<file path="config.mk">
export PLATFORM = sky130hd
export DESIGN_NAME = regfile_scoreboard
export DESIGN_NICKNAME = d
export VERILOG_FILES = /design/src/rtl/regfile_pkg.sv /design/src/rtl/regfile_scoreboard_pend_counter.sv /design/src/rtl/regfile_scoreboard.sv
export SDC_FILE = /design/constraint.sdc
export NUM_CORES = 1
export LEC_CHECK = 0
export CAP_MARGIN = 30
export CORE_ASPECT_RATIO = 1.5
export CORE_MARGIN = 2
export CORE_UTILIZATION = 57
export CTS_CLUSTER_SIZE = 12
export DETAILED_ROUTE_END_ITERATION = 8
export HOLD_SLACK_MARGIN = 0.15
export PLACE_DENSITY = 0.83
export SYNTH_ARGS = -nofsm -noshare
export SYNTH_HDL_FRONTEND = slang
export SYNTH_SLANG_ARGS = --single-unit
</file>
<file path="constraint.sdc">
create_clock -name clk -period 2.09 [get_ports clk]
set_clock_uncertainty 0.05 [all_clocks]
set_input_delay 0.3135 -clock clk [delete_from_list [all_inputs] [get_ports clk]]
set_output_delay 0.3135 -clock clk [all_outputs]
set_load 0.02 [all_outputs]
</file>
<file path="src/rtl/regfile_pkg.sv">
// Shared types and the pending-counter next-state helper for regfile_scoreboard.
// Counter width is carried at PEND_W_MAX bits; only the low CNT_W bits are ever nonzero.
package regfile_pkg;

  localparam int DATA_W_DEF = 16;
  localparam int NREGS_DEF  = 4;
  localparam int CNT_W_DEF  = 2;
  localparam int PEND_W_MAX = 8;

  typedef logic [PEND_W_MAX-1:0] pend_t;

  typedef struct packed {
    pend_t cnt;
    logic  uflow;
  } pend_next_t;

  // Saturating up/down step; a decrement at zero holds the count and flags underflow.
  function automatic pend_next_t next_pend(input pend_t cur, input logic inc,
                                           input logic dec, input pend_t max);
    pend_next_t res;
    res.cnt   = cur;
    res.uflow = dec && (cur == {PEND_W_MAX{1'b0}});
    case ({inc, dec})
      2'b10:   res.cnt = (cur != max) ? cur + pend_t'(1) : cur;
      2'b01:   res.cnt = (cur != {PEND_W_MAX{1'b0}}) ? cur - pend_t'(1) : cur;
      default: res.cnt = cur;
    endcase
    return res;
  endfunction

endpackage

</file>
<file path="src/rtl/regfile_scoreboard_pend_counter.sv">
// One per-register pending-write counter: saturating up on reserve, down on write-back.
module pend_counter
  import regfile_pkg::*;
#(
  parameter int CNT_W = CNT_W_DEF
) (
  input  logic  clk,
  input  logic  reset_n,
  input  logic  inc,
  input  logic  dec,
  output pend_t cnt,
  output logic  uflow
);

  localparam pend_t PEND_MAX = pend_t'((32'd1 << CNT_W) - 32'd1);

  pend_next_t nxt_s;
  pend_t      cnt_r;

  // Next count and underflow detect from the current count.
  always_comb begin
    nxt_s = next_pend(cnt_r, inc, dec, PEND_MAX);
  end

  // Counter register.
  always_ff @(posedge clk or negedge reset_n) begin
    if (!reset_n) begin
      cnt_r <= {PEND_W_MAX{1'b0}};
    end else begin
      cnt_r <= nxt_s.cnt;
    end
  end

  assign cnt   = cnt_r;
  assign uflow = nxt_s.uflow;

endmodule

</file>
<file path="src/rtl/regfile_scoreboard.sv">
// Register file with per-register pending-write scoreboard and hazard flags.
// Define REGFILE_BYPASS_EN to forward same-cycle write-back data onto the read ports.
module regfile_scoreboard
  import regfile_pkg::*;
#(
  parameter int DATA_W = DATA_W_DEF,
  parameter int NREGS  = NREGS_DEF,
  parameter int CNT_W  = CNT_W_DEF,
  parameter int ADDR_W = $clog2(NREGS)
) (
  input  logic              clk,
  input  logic              reset_n,
  input  logic [ADDR_W-1:0] rd_addr1,
  input  logic [ADDR_W-1:0] rd_addr2,
  output logic [DATA_W-1:0] rd_data1,
  output logic [DATA_W-1:0] rd_data2,
  output logic              hazard1,
  output logic              hazard2,
  input  logic              wr_en,
  input  logic [ADDR_W-1:0] wr_addr,
  input  logic [DATA_W-1:0] wr_data,
  input  logic              rsv_en,
  input  logic [ADDR_W-1:0] rsv_addr,
  output logic              rsv_ready,
  output logic              err
);

  localparam pend_t PEND_MAX  = pend_t'((32'd1 << CNT_W) - 32'd1);
  localparam pend_t PEND_ZERO = pend_t'(0);
  localparam pend_t PEND_ONE  = pend_t'(1);

  logic [DATA_W-1:0] regs_r [NREGS];
  pend_t             pend_s [NREGS];
  logic [NREGS-1:0]  inc_s;
  logic [NREGS-1:0]  dec_s;
  logic [NREGS-1:0]  uflow_s;
  logic              rsv_acc_s;
  logic              err_r;

  // A same-cycle write to the reserved register frees the slot it needs.
  always_comb begin
    rsv_ready = (pend_s[rsv_addr] != PEND_MAX) || (wr_en && (wr_addr == rsv_addr));
    rsv_acc_s = rsv_en && rsv_ready;
  end

  for (genvar i = 0; i < NREGS; i++) begin : g_pend
    assign inc_s[i] = rsv_acc_s && (rsv_addr == ADDR_W'(i));
    assign dec_s[i] = wr_en && (wr_addr == ADDR_W'(i));

    pend_counter #(.CNT_W(CNT_W)) u_pend (
      .clk     (clk),
      .reset_n (reset_n),
      .inc     (inc_s[i]),
      .dec     (dec_s[i]),
      .cnt     (pend_s[i]),
      .uflow   (uflow_s[i])
    );
  end

  // Data array; write-back lands unconditionally, even on underflow.
  always_ff @(posedge clk or negedge reset_n) begin
    if (!reset_n) begin
      for (int i = 0; i < NREGS; i++) begin
        regs_r[i] <= {DATA_W{1'b0}};
      end
    end else if (wr_en) begin
      regs_r[wr_addr] <= wr_data;
    end
  end

  // Sticky underflow error, cleared only by reset.
  always_ff @(posedge clk or negedge reset_n) begin
    if (!reset_n) begin
      err_r <= 1'b0;
    end else if (|uflow_s) begin
      err_r <= 1'b1;
    end
  end

  assign err = err_r;

  // Read muxes and hazard flags, with optional write-back forwarding.
  always_comb begin
    rd_data1 = regs_r[rd_addr1];
    rd_data2 = regs_r[rd_addr2];
    hazard1  = (pend_s[rd_addr1] != PEND_ZERO);
    hazard2  = (pend_s[rd_addr2] != PEND_ZERO);
`ifdef REGFILE_BYPASS_EN
    // Forwarding hides the hazard only when this write retires the last reservation.
    if (wr_en && (wr_addr == rd_addr1)) begin
      rd_data1 = wr_data;
      hazard1  = hazard1 && !((pend_s[rd_addr1] == PEND_ONE) && !inc_s[rd_addr1]);
    end else begin
      rd_data1 = regs_r[rd_addr1];
    end
    if (wr_en && (wr_addr == rd_addr2)) begin
      rd_data2 = wr_data;
      hazard2  = hazard2 && !((pend_s[rd_addr2] == PEND_ONE) && !inc_s[rd_addr2]);
    end else begin
      rd_data2 = regs_r[rd_addr2];
    end
`endif
  end

endmodule

</file>
==> qor.yml <==
cts:
  clock_sinks: 97
  numCtsBuffers: 9
  path_clk_slew_ns: 0.07
  clock_path_buffers: 2
  cts_tree: "built"
  htreeDepth: 3
  clkLatencyLatePin_ns: 0.36
  clockRootBuffer: "clkbuf_16"
placement:
  place_congestion: 0.873
  pre_cts_slack_ns: -0.787
  port_buffers: 63
  hpwl_mm: 11.5
routing:
  vias: 5278
  drt_iter0_drc: 318
  avgRoutedWirePerCell_um: 21.3
  ant_nets: 0
  totalWireLength_mm: 18.2
  avgViaCountPerCell: 6.19
  drc: 0
  first_pass_iters: 4
pwr:
  powerDensity_nw_per_um2: 1060
  leakage_nw: 3.81
  total_power_w: 0.00890
  irDropWorstVdd_mv: 0.696
critical_path:
  crit_arrival_ns: 2.24
  worstPathRequired_ns: 1.73
  crit_fanout: 2
  worstSetupStartpointType: "flop"
  cp-end-kind: "output pin"
  criticalPathCategory: "flop to output pin"
cells_and_area:
  nets: 763
  layout_commonest_cell: "buf_4"
  area_delta_synth_final_pct: 40.0
  fin_util: 0.824
  final_cell_mix: "buf_4 (125), dfrtp_1 (97), nand2_1 (80)"
  drive_above_1_share: 0.438
  fill_cells: 515
  antenna_cells: 0
global_route:
  grt_usage: 0.340
  grt_pass1_wl_mm: 29.3
  overflow: 0
  grt_pass1_vias: 5805
  antenna_found_initial: 0
  grt_max_degree: 38
logic_synthesis:
  ys_seq_area_frac: 0.405
  synth_area_um2: 6000
  synth_edf_count: 0
  synth_top_family_by_area: "multiplexers"
  syn_nets: 572
  async_flop_share: 1.00
  synth_warnings: 0
  synthCells: 516
  synth_compound_area_frac: 0.0968
  ys.flop_type: "dfrtp_1"
  synthAdderAreaFrac: 0.0634
  synth_simple_gate_area_frac: 0.141
  synth_seq_cells: 97
  muxShareOfSynthArea: 0.245
  synthDistinctLibCells: 61
  avgSynthCellArea_um2: 11.6
  synthXorXnorAreaFrac: 0.0234
floorplanning:
  core_um2: 10200
  start_util: 0.588
  die-area_um2: 11400
  dieHeight_um: 130
  num_rows: 45
  io_pins: 64
  fp.dieW_um: 87.8
run_status:
  outcome: "finished with violations"
  failed_checks: "setup timing"
timing:
  fmax_mhz: 384
  final-max-slew-violation-count: 0
  final_hold_viol_count: 0
  setup_viol: 3
  layout_setup_ws_ns: -0.512
  max_slew_margin: 0.669
  rsz0062_at_grt: "yes"
  final.period_utilization: 1.24
  tightest_slew_ns: 0.496
  fin_crit_ns: 2.60
flow_run:
  drv_cap: 0
worst_hold_path:
  hp-class: "input port to async pin"
==> cell families after synthesis <==
group,after synthesis
DFF,97
AOI/OAI and AO/OA,84
and+or+nand+nor,161
muxes,96
buffers and inverters,34
xor gates and xnor gates,16
adders and majority gates,28
==> metrics by stage <==
step | cell area (µm²) | setup TNS [ns] | std cells | hold WS, ns
CTS | 8290 | -1.33 | 845 | 0.419
global route | 8400 | -1.52 | 853 | 0.453
finish | 8400 | -1.34 | 853 | 0.409
detailed placement | 7790 | -31.11 | 809 | 0.251
global placement | 7790 | -28.39 | 809 | 0.242
floorplan | 6220 | -0.635 | 516 | -0.0321
==> worst max-delay path, stage by stage, from the launching register on <==
cell and delay [ns]:
dfrtp_1 0.38, or4_4 0.58, nor3_4 0.17, nand2_2 0.10
mux4_2 0.50, buf_6 0.15
==> state kept, by name, indices dropped and copies added (netlist names) <==
| name | count |
|---|---|
| regs_r | 64 |
| g_pend.u_pend.cnt | 32 |
| err | 1 |
==> where the power goes <==
| part | total (W) | internal, W | switching, W | leakage (nW) |
|---|---|---|---|---|
| Clock | 0.00162 | 0.000828 | 0.000790 | 0.139 |
| Sequential | 0.00284 | 0.00241 | 0.000430 | 1.17 |
| Combinational | 0.00444 | 0.00235 | 0.00209 | 2.50 |
| Total | 0.00890 | 0.00559 | 0.00331 | 3.81 |
==> worst paths after layout <==
path | from | to | slack [ns] | cells after the start
worst max-delay path | g_pend[3].u_pend.cnt[4]$_DFFE_PN0P_ | hazard1 | -0.51 | 5
worst min-delay path | reset_n | regs_r[54]$_DFFE_PN0P_ | 0.41 | 2
worst max register to register | g_pend[0].u_pend.cnt[5]$_DFFE_PN0P_ | g_pend[0].u_pend.cnt[5]$_DFFE_PN0P_ | 0.07 | 5
worst min register to register | regs_r[61]$_DFFE_PN0P_ | regs_r[61]$_DFFE_PN0P_ | 0.46 | 2
max in group asynchronous | reset_n | g_pend[3].u_pend.cnt[4]$_DFFE_PN0P_ | 0.98 | 3
min in group clk | regs_r[61]$_DFFE_PN0P_ | regs_r[61]$_DFFE_PN0P_ | 0.46 | 2
==> routing by layer <==
layer	global-route usage	part of all wire	vias to the layer above
met5	0	0	-
met4	0.203	0.048	0
met3	0.0573	0.047	80
met2	0.610	0.56	238
met1	0.368	0.35	2657
li1	-	-	2303
==> repair_timing <==
action / 4_1_cts / 5_1_grt
resized for setup: 107 / 15
cloned: 1 / 0
hold buffers: 1 / 0
hold endpoints to repair: 32 / 0
buffers inserted: 18 / 9
endpoints found under the setup margin: 61 / 12
pin swaps: 13 / 21
==> synthesized netlist by cell type (all sizes together) (6+ instances only) <==
cell type,number,share of area
a211oi,6,0.0075
a21o,6,0.0075
a21oi,21,0.018
buf,16,0.014
dfrtp,97,0.40
ha,24,0.050
inv,14,0.0088
mux2,57,0.11
mux4,34,0.13
nand2,82,0.052
nand2b,8,0.0083
nand3,9,0.0083
nand4,9,0.011
nor2,18,0.012
nor3,8,0.0086
nor4,8,0.011
o21a,7,0.0088
o21ai,20,0.017
xor2,11,0.016
==> layout make-up <==
| cell class | instances | area, µm² | area share |
|---|---|---|---|
| Multi-Input combinational cell | 385 | 3670 | 0.437 |
| Tap cell | 141 | 176 | 0.0210 |
| Timing Repair Buffer | 200 | 1770 | 0.211 |
| Inverter | 14 | 73.8 | 0.00879 |
| Clock inverter | 6 | 51.3 | 0.00611 |
| Clock buffer | 10 | 229 | 0.0273 |
| Sequential cell | 97 | 2430 | 0.289 |
Power figures use the tool's default switching activity.
